$ cat src/rtl/reg_file_mp.sv
// rtl/reg_file_mp.sv - parametrised 2-read/1-write register file with forwarding and bulk clear
module reg_file_mp #(
    parameter int DATA_W   = 8,
    parameter int NUM_REGS = 8,
    parameter int ADDR_W   = 3,
    parameter int FORWARD  = 1,
    parameter int ZERO_REG = 0
) (
    input  logic                     CLK,
    input  logic                     RESET,
    input  logic signed [DATA_W-1:0] IN,
    input  logic        [ADDR_W-1:0] INADDRESS,
    input  logic                     WRITE,
    input  logic        [ADDR_W-1:0] OUT1ADDRESS,
    input  logic        [ADDR_W-1:0] OUT2ADDRESS,
    input  logic                     CLEAR_REQ,
    output logic signed [DATA_W-1:0] OUT1,
    output logic signed [DATA_W-1:0] OUT2,
    output logic                     BUSY,
    output logic                     WR_REJECT
);

    typedef enum logic {S_IDLE, S_CLEAR} state_t;

    localparam logic [ADDR_W:0] LP_NUM  = (ADDR_W+1)'(NUM_REGS);
    localparam logic [ADDR_W:0] LP_LAST = (ADDR_W+1)'(NUM_REGS - 1);

    state_t                    r_state;
    state_t                    w_next_state;
    logic        [ADDR_W:0]    r_ptr;
    logic        [ADDR_W:0]    w_next_ptr;
    logic signed [DATA_W-1:0]  r_regs [NUM_REGS];
    logic                      r_wr_reject;
    logic                      w_wr_valid;

    // An address is live if it maps to a real register that is not the hardwired zero.
    function automatic logic addr_ok(input logic [ADDR_W-1:0] a);
        return ({1'b0, a} < LP_NUM) && !((ZERO_REG != 0) && (a == '0));
    endfunction

    assign w_wr_valid = (r_state == S_IDLE) && WRITE && addr_ok(INADDRESS);
    assign BUSY       = (r_state == S_CLEAR);
    assign WR_REJECT  = r_wr_reject;

    always_comb begin
        w_next_state = r_state;
        w_next_ptr   = '0;
        case (r_state)
            S_IDLE: begin
                if (CLEAR_REQ) begin
                    w_next_state = S_CLEAR;
                end
            end
            S_CLEAR: begin
                if (r_ptr == LP_LAST) begin
                    w_next_state = S_IDLE;
                end else begin
                    w_next_ptr = r_ptr + 1'b1;
                end
            end
            default: w_next_state = S_IDLE;
        endcase
    end

    always_ff @(posedge CLK or negedge RESET) begin
        if (!RESET) begin
            r_state     <= S_IDLE;
            r_ptr       <= '0;
            r_wr_reject <= 1'b0;
            for (int i = 0; i < NUM_REGS; i++) begin
                r_regs[i] <= '0;
            end
        end else begin
            r_state     <= w_next_state;
            r_ptr       <= w_next_ptr;
            r_wr_reject <= (r_state == S_CLEAR) && WRITE;
            if (r_state == S_CLEAR) begin
                r_regs[r_ptr[ADDR_W-1:0]] <= '0;
            end else if (w_wr_valid) begin
                r_regs[INADDRESS] <= IN;
            end
        end
    end

    // Bypass only applies to writes that will actually commit at the coming edge.
    always_comb begin
        OUT1 = '0;
        OUT2 = '0;
        if (addr_ok(OUT1ADDRESS)) begin
            OUT1 = r_regs[OUT1ADDRESS];
        end
        if (addr_ok(OUT2ADDRESS)) begin
            OUT2 = r_regs[OUT2ADDRESS];
        end
        if ((FORWARD != 0) && w_wr_valid && (OUT1ADDRESS == INADDRESS)) begin
            OUT1 = IN;
        end
        if ((FORWARD != 0) && w_wr_valid && (OUT2ADDRESS == INADDRESS)) begin
            OUT2 = IN;
        end
    end

endmodule

$ cat config.mk
export PLATFORM = sky130hd
export DESIGN_NAME = reg_file_mp
export DESIGN_NICKNAME = d
export VERILOG_FILES = /design/src/rtl/reg_file_mp.sv
export SDC_FILE = /design/constraint.sdc
export NUM_CORES = 1
export LEC_CHECK = 0
export BUFFER_PORTS_ARGS = -buffer_cell sky130_fd_sc_hd__buf_2
export CORE_AREA = 2 2 104 106
export DETAILED_ROUTE_END_ITERATION = 8
export DIE_AREA = 0 0 106 108
export PLACE_DENSITY = 0.64
export SYNTH_ARGS = -nofsm -noshare
export SYNTH_HDL_FRONTEND = slang
export SYNTH_SLANG_ARGS = --single-unit
export TNS_END_PERCENT = 50
$ cat constraint.sdc
create_clock -name CLK -period 1.85 [get_ports CLK]
set_input_delay 0.0925 -clock CLK [delete_from_list [all_inputs] [get_ports CLK]]
set_output_delay 0.0925 -clock CLK [all_outputs]
set_load 0.05 [all_outputs]
==> results.json, run 1 <==
{
  "internal_power_mw": 3.88,
  "vdd_drop_max_uv": 722,
  "nets": 365,
  "viasPerCell": 6.08,
  "cp.arrival_ps": 1980,
  "overflow": 0,
  "drt_iter0_markers": 192,
  "status": "finished, violations left",
  "stdcell_area_um2": 4960,
  "synth_top_area_share_pct": 43.0,
  "crit_fanout": 3,
  "drt_wl_total_mm": 11.0,
  "async_reset_ff_share_pct": 100,
  "grt_pass1_vias": 2935,
  "dr.pass1.iters": 5,
  "cts_num_sinks": 70,
  "slew_headroom_pct": 43.8,
  "clock-root-buffer": "clkbuf_8",
  "power.density_nw_per_um2": 1230,
  "antenna_left": 0,
  "end_kind": "output port",
  "synth_warnings": 0,
  "drive_above_1_share_pct": 46.8,
  "violations": "negative setup slack",
  "grt_pass1_wl_mm": 17.3,
  "final_util_pct": 48.5,
  "clkTransAtPathRegs_ps": 70,
  "drv_slew": 0,
  "sw_frac_of_total_pct": 36.2,
  "rsz0062_at_grt": "true",
  "initial_core_util_pct": 39.9,
  "dieArea_um2": 11400,
  "place_inst": 452,
  "drc": 0,
  "fin_ws_ps": -218,
  "synth_commonest_cells": "70 x dfrtp_1, 64 x a22o_1, 22 x mux2_2, 22 x mux4_1",
  "maxCapViolations": 0,
  "num_vias": 2945,
  "finalSetupViolCount": 16,
  "crit_type": "reg2out",
  "worst_pin_slew_ps": 843,
  "synth-main-ff-cell": "dfrtp_1",
  "synth_edf_count": 0,
  "seqPwrFrac_pct": 37.5,
  "syn-instance-count": 279,
  "cts_htree_levels": 3,
  "track_usage_pct": 20.1,
  "cts_buffers": 9,
  "seq_area_frac_synth_pct": 43.0,
  "synthToLayoutAreaGrowth_pct": 21.6,
  "die_w_um": 106,
  "power_frac_clock_pct": 22.5,
  "grt_antenna_before_repair": 0,
  "dpl_cell_area_um2": 4490,
  "cts_tree": "yes",
  "synth_most_common_cell": "dfrtp_1",
  "ys_types": 36,
  "io_buffer_count": 38,
  "syn_nets": 301,
  "setup_tns_ps": -3120,
  "final.period_utilization_pct": 112,
  "cp-start-kind": "register",
  "p_comb_share_pct": 39.9,
  "timing.fmax_ghz": 0.484,
  "finClkSkew_ps": 12.3,
  "grt_max_degree": 71,
  "place_congestion": 0.834,
  "clkLatencyLatePin_ps": 360,
  "die_y_um": 108,
  "dp_hpwl_mm": 7.38,
  "synth.area.top_cells": "dfrtp_1 43%, mux4_1 14%, a22o_1 14%",
  "syn_avg_cell_area_um2": 14.6,
  "worstPathRequired_ps": 1760,
  "ios": 39,
  "p_sw_mw": 2.20,
  "min_period_ps": 2070,
  "stdcell_count": 484,
  "core_um2": 10200,
  "finalHoldViolations": 0,
  "pre_cts_slack_ps": 4.13,
  "synth_area_leader_cell": "dfrtp_1",
  "p_leak_nw": 2.30,
  "n_antenna_cell": 0,
  "fp-row-count": 37,
  "syn_area_um2": 4080,
  "wl_per_cell_um": 22.6,
  "clockBufferDepth": 2,
  "hp-class": "in2reg",
  "ys_ff_latch": 70,
  "nFillCells": 899
}
[final cells by class]
type | count | area, µm² | area share (%)
well taps | 136 | 170 | 3.43
clock buffers | 10 | 128 | 2.57
inverters | 1 | 3.75 | 0.0757
clock inverters | 6 | 86.3 | 1.74
repair buffers | 76 | 664 | 13.4
multi-input cells | 185 | 2150 | 43.5
flip-flops and latches | 70 | 1750 | 35.3
[sequential cells by signal, summed over array words and instances, names as in the netlist]
register and flops:
r_regs 64, r_ptr 4, BUSY 1, WR_REJECT 1
[worst max-delay path, stage by stage, from the launching register on]
cell and delay [ps]:
dfrtp_1 400, mux4_2 520, mux2_2 280, mux2_4 270, buf_8 150
[through the flow]
stage / hold slack (ps) / power [mW]
2_1_floorplan: -203 / 3.71
3_3_place_gp: 147 / 4.29
3_5_place_dp: 149 / 4.35
4_1_cts: 15.3 / 5.93
5_1_grt: 23.8 / 6.37
6_report: 28.1 / 6.08
[metal layers]
layer	part of all wire, %	vias to the layer above	global-route usage [%]	routed length [µm]
li1	-	1259	-	-
met1	42	1526	27.7	4630
met2	49	144	32.4	5360
met3	7.8	16	5.00	852
met4	1.1	0	4.14	117
met5	0	-	0	0
[final timing paths]
kind                            start          to  slack, ps  cells past startpoint
min reg2reg                r_regs[37]  r_regs[37]        520                      1
min in group asynchronous       RESET  r_regs[30]        280                      3
max                        r_regs[33]     OUT2[1]       -220                      4
min                             WRITE   WR_REJECT         30                      2
max reg2reg                      BUSY  r_regs[17]        100                      4
max in group asynchronous       RESET  r_regs[33]       1260                      3
[cells by family after synthesis]
kind of cell               share of synthesized area, %
AOI/OAI and AO/OA                                  15.0
xor gates and xnor gates                           1.50
adders and majority gates                         0.307
buffers and inverters                              4.05
DFF                                                43.0
muxes                                              29.7
and+or+nand+nor                                    6.44
[layout by cell type (no fill, tap or decap), types with 2 or more instances in the layout]
master,Yosys,final
and4b_1,3,3
nor2_2,3,3
nor4bb_1,2,2
bufinv_16,0,2
xnor2_1,6,6
a22o_1,64,64
nor2_1,8,8
mux2_2,22,12
and2_1,4,4
dfrtp_1,70,70
buf_6,2,7
nor2b_1,4,3
buf_8,2,9
nand2b_1,2,2
nand2_1,2,2
mux2_4,10,20
clkinv_2,0,2
a21oi_1,7,6
a32oi_2,0,2
mux4_2,10,31
clkbuf_8,0,9
buf_12,2,4
dlygate4sd3_1,0,2
buf_4,0,32
buf_2,4,22
[what timing repair did]
item	in CTS	in global routing
hold endpoints to repair	71	0
gates resized for setup	55	23
setup endpoints to repair	16	37
hold buffers	2	0
setup buffers	4	10
[power groups by stage]
stage          clock network (mW)  registers (mW)  logic, mW
4_1_cts                      1.38            2.26       2.28
5_1_grt                      1.45            2.33       2.59
6_report                     1.37            2.28       2.42
3_3_place_gp                    0            2.27       2.03
3_5_place_dp                    0            2.28       2.07
2_1_floorplan                   0            2.18       1.53
No activity file was read; power rests on OpenSTA's default activity.
==> run 2: changes to the inputs <==
--- a/config.mk
+++ b/config.mk
@@ -10,6 +10,7 @@
 export DETAILED_ROUTE_END_ITERATION = 8
 export DIE_AREA = 0 0 106 108
 export PLACE_DENSITY = 0.64
+export RECOVER_POWER = 100
 export SYNTH_ARGS = -nofsm -noshare
 export SYNTH_HDL_FRONTEND = slang
 export SYNTH_SLANG_ARGS = --single-unit
==> results.json, run 2 (synthesis results as in run 1) <==
{
  "clkLatencyLatePin_ps": 360,
  "core_um2": 10200,
  "final_cell_mix": "70 x dfrtp_1, 64 x a22o_1, 31 x mux4_2",
  "dp_hpwl_mm": 7.38,
  "regToRegSetupSlack_ps": -120,
  "p_total_mw": 6.04,
  "clock-root-buffer": "clkbuf_8",
  "min_period_ps": 2060,
  "cp-start-kind": "register",
  "initial_core_util_pct": 39.9,
  "cp_slowest_cell": "mux4_2",
  "slew_headroom_pct": 36.6,
  "r2r_cells": 4,
  "finalSetupViolCount": 39,
  "grt_max_degree": 71,
  "cts_buffers": 9,
  "num_vias": 2894,
  "die_y_um": 108,
  "hp-class": "in2reg",
  "synthToLayoutAreaGrowth_pct": 20.5,
  "final_common_cell": "dfrtp_1",
  "dieArea_um2": 11400,
  "cpLargestDelayFamily": "multiplexers",
  "worst_pin_slew_ps": 951,
  "p_leak_nw": 2.28,
  "cts_htree_levels": 3,
  "drc": 0,
  "end_kind": "output port",
  "finClkSkew_ps": 9.67,
  "timing.fmax_ghz": 0.484,
  "status": "finished, violations left",
  "io_buffer_count": 38,
  "cp.arrival_ps": 1970,
  "violations": "negative setup slack",
  "regToRegEndpoint": "r_regs[6]",
  "final.period_utilization_pct": 112,
  "register_area_um2": 1750,
  "cts_num_sinks": 70,
  "r2r-start": "BUSY",
  "cts_tree": "yes",
  "grt_pass1_wl_mm": 17.3,
  "grt_pass1_vias": 2935,
  "setup_tns_ps": -4660,
  "dpl_cell_area_um2": 4490,
  "stdcell_area_um2": 4910,
  "crit_fanout": 3,
  "hold_ws_ps": 29.4,
  "clkTransAtPathRegs_ps": 70,
  "drive_above_1_share_pct": 45.7,
  "dr.pass1.iters": 4,
  "reg.largest.list": "r_regs (64), r_ptr (4)",
  "clockBufferDepth": 2,
  "n_antenna_cell": 0,
  "nFillCells": 905,
  "drv_slew": 0,
  "antenna_left": 0,
  "nets": 365,
  "finalHoldViolations": 0,
  "startpoint": "r_regs[33]",
  "largest_reg_flops": 64,
  "drt_wl_total_mm": 10.9,
  "vdd_drop_max_uv": 704,
  "die_w_um": 106,
  "power.density_nw_per_um2": 1230,
  "max_flop_register": "r_regs",
  "critPathMaxStageDelay_ps": 520,
  "rsz0062_at_grt": "true",
  "ios": 39,
  "place_congestion": 0.834,
  "grt_antenna_before_repair": 0,
  "fp-row-count": 37,
  "worstPathRequired_ps": 1760,
  "crit_type": "reg2out",
  "track_usage_pct": 20.1,
  "fin_ws_ps": -214,
  "final_util_pct": 48.0,
  "wl_per_cell_um": 22.6,
  "cp-endpoint": "OUT2[1]",
  "crit_chain": "mux4_2 > mux2_2 > mux2_4 > buf_8",
  "maxCapViolations": 0,
  "overflow": 0,
  "drt_iter0_markers": 215,
  "critPathBufInv": 1,
  "multi_input_area_um2": 2150,
  "cp.depth": 4,
  "viasPerCell": 5.98
}
## run 2: changes by cell type in the layout (fill, tap and decap cells not counted), sizes merged
cell / change
buf: -9
clkdlybuf4s15: +1
clkbuf: +8
## run 2: where the power goes
part	switching, mW	internal [mW]
Sequential	0.383	1.90
Clock	0.612	0.757
Combinational	1.20	1.19
Total	2.20	3.85
## run 2: layout make-up
cell class / count / area share [%]
multi-input combinational: 185 / 43.7
sequential: 70 / 35.6
timing repair buffer: 76 / 12.8
tap: 136 / 3.46
clock buffer: 10 / 2.60
clock inverter: 6 / 1.76
inverter: 1 / 0.0764
## run 2: worst min-delay path by stage
stage	to	from	depth (start not counted)	slack [ps]
5_1_grt	WR_REJECT	WRITE	2	20
6_report	WR_REJECT	WRITE	2	30
3_3_place_gp	r_regs[29]	RESET	2	150
3_5_place_dp	r_regs[30]	RESET	2	150
2_1_floorplan	BUSY	RESET	0	-200
4_1_cts	WR_REJECT	WRITE	2	20
## run 2: routing by layer
| layer | vias up | routed length [µm] | share of wire (%) | GRT usage (%) |
|---|---|---|---|---|
| met5 | - | 0 | 0 | 0 |
| met4 | 0 | 151 | 1.4 | 4.14 |
| met3 | 16 | 847 | 7.7 | 5.00 |
| met2 | 128 | 5400 | 49 | 32.4 |
| met1 | 1493 | 4540 | 42 | 27.7 |
| li1 | 1257 | - | - | - |
## run 2: timing repair
action,4_1_cts,5_1_grt
hold endpoints to repair,71,0
gates cloned,0,0
setup endpoints to repair,16,37
hold buffers,2,0
resized for setup,55,23
setup buffers,4,10
## run 2: per-stage QoR
stage	std cells	setup WS, ps
after floorplan	279	24.7
after global placement	452	16.0
after detailed placement	452	4.13
after CTS	474	-236
after global routing	484	-264
final	484	-214
==> run 3: changes to the inputs <==
--- a/config.mk
+++ b/config.mk
@@ -7,6 +7,7 @@
 export LEC_CHECK = 0
 export BUFFER_PORTS_ARGS = -buffer_cell sky130_fd_sc_hd__buf_2
 export CORE_AREA = 2 2 104 106
+export CTS_BUF_LIST = sky130_fd_sc_hd__clkbuf_4 sky130_fd_sc_hd__clkbuf_8
 export DETAILED_ROUTE_END_ITERATION = 8
 export DIE_AREA = 0 0 106 108
 export PLACE_DENSITY = 0.64
==> results.json, run 3 (synthesis results as in run 1) <==
{
  "status": "finished, violations left",
  "violations": "negative setup slack",
  "initial_core_util_pct": 39.9,
  "dr.pass1.iters": 4,
  "power.density_nw_per_um2": 1230,
  "rsz0062_at_grt": "true",
  "maxCapViolations": 0,
  "overflow": 0,
  "final.period_utilization_pct": 111,
  "crit_chain": "mux4_2 > mux2_2 > mux2_4 > buf_8",
  "finalSetupViolCount": 32,
  "cp.arrival_ps": 1970,
  "dp_hpwl_mm": 7.38,
  "critPathBufInv": 1,
  "drive_above_1_share_pct": 45.5,
  "cts_tree": "yes",
  "antenna_left": 0,
  "drc": 0,
  "vdd_drop_max_uv": 705,
  "end_kind": "output port",
  "final_cell_mix": "70 x dfrtp_1, 64 x a22o_1, 31 x mux4_2",
  "final_common_cell": "dfrtp_1",
  "cts_num_sinks": 70,
  "drt_iter0_markers": 241,
  "clockBufferDepth": 2,
  "crit_fanout": 3,
  "clock-root-buffer": "clkbuf_8",
  "grt_pass1_wl_mm": 17.3,
  "place_congestion": 0.834,
  "num_vias": 2921,
  "ios": 39,
  "nets": 364,
  "fin_ws_ps": -208,
  "cp_slowest_cell": "mux4_2",
  "track_usage_pct": 20.1,
  "crit_type": "reg2out",
  "hp-class": "in2reg",
  "slew_headroom_pct": 36.3,
  "p_leak_nw": 2.28,
  "grt_max_degree": 71,
  "max_flop_register": "r_regs",
  "clkTransAtPathRegs_ps": 70,
  "cpLargestDelayFamily": "multiplexers",
  "grt_antenna_before_repair": 0,
  "io_buffer_count": 38,
  "grt_pass1_vias": 2931,
  "die_w_um": 106,
  "largest_reg_flops": 64,
  "wl_per_cell_um": 22.6,
  "viasPerCell": 6.05,
  "hold_ws_ps": 33.5,
  "reg.largest.list": "r_regs (64), r_ptr (4)",
  "drt_wl_total_mm": 10.9,
  "nFillCells": 906,
  "n_antenna_cell": 0,
  "drv_slew": 0,
  "synthToLayoutAreaGrowth_pct": 20.6,
  "finClkSkew_ps": 9.87,
  "clkLatencyLatePin_ps": 360,
  "worstPathRequired_ps": 1760,
  "timing.fmax_ghz": 0.486,
  "die_y_um": 108,
  "cts_buffers": 9,
  "finalHoldViolations": 0,
  "min_period_ps": 2060,
  "critPathMaxStageDelay_ps": 520,
  "final_util_pct": 48.1,
  "fp-row-count": 37,
  "dieArea_um2": 11400,
  "worst_pin_slew_ps": 956,
  "core_um2": 10200,
  "cp-start-kind": "register",
  "cts_htree_levels": 3
}
[run 3: area by class of cell]
class | instances | area (µm²) | share of cell area, %
inverter | 1 | 3.75 | 0.0763
sequential | 70 | 1750 | 35.6
clock inverter | 6 | 86.3 | 1.76
multi-input combinational | 185 | 2150 | 43.7
clock buffer | 10 | 131 | 2.67
tap | 136 | 170 | 3.46
timing repair buffer | 75 | 627 | 12.7
[run 3: path summary, 6_finish.rpt]
path,startpoint,endpoint,slack (ps),depth (start not counted)
worst max register to register,BUSY,r_regs[23],-100,4
min in group asynchronous,RESET,r_regs[30],520,3
worst min-delay path,WRITE,WR_REJECT,30,2
worst min register to register,r_regs[37],r_regs[37],530,1
max in group asynchronous,RESET,r_regs[40],710,3
worst max-delay path,r_regs[33],OUT2[1],-210,4
[run 3: per-layer routing]
layer / vias up / global-route usage, % / share of wire (%)
met5: - / 0 / 0
met4: 0 / 4.14 / 0.91
met3: 11 / 4.64 / 8.6
met2: 146 / 32.5 / 50
met1: 1509 / 28.0 / 40
li1: 1255 / - / -
[run 3: where the power goes]
group | internal [mW] | total, mW | switching [mW] | leakage (nW)
combinational | 1.18 | 2.38 | 1.20 | 1.22
sequential | 1.90 | 2.28 | 0.384 | 0.957
clock | 0.772 | 1.39 | 0.614 | 0.110
[run 3: per-stage QoR]
| step | total power [mW] | setup TNS, ps | std cells | worst slack, ps | instance area, µm² |
|---|---|---|---|---|---|
| global route | 6.34 | -9800 | 483 | -264 | 4920 |
| finish | 6.05 | -4280 | 483 | -208 | 4920 |
| global placement | 4.29 | 0 | 452 | 16.0 | 4490 |
| CTS | 5.95 | -3280 | 474 | -236 | 4850 |
| detailed placement | 4.35 | 0 | 452 | 4.13 | 4490 |
| floorplan | 3.71 | 0 | 279 | 24.7 | 4080 |
[run 3: repair_timing]
| item | CTS | global route |
|---|---|---|
| gates resized for setup | 55 | 23 |
| gates cloned | 0 | 0 |
| buffers inserted | 4 | 9 |
| endpoints found under the hold margin | 71 | 0 |
| pin swaps | 0 | 0 |
| endpoints found under the setup margin | 16 | 37 |
| hold buffers | 2 | 0 |
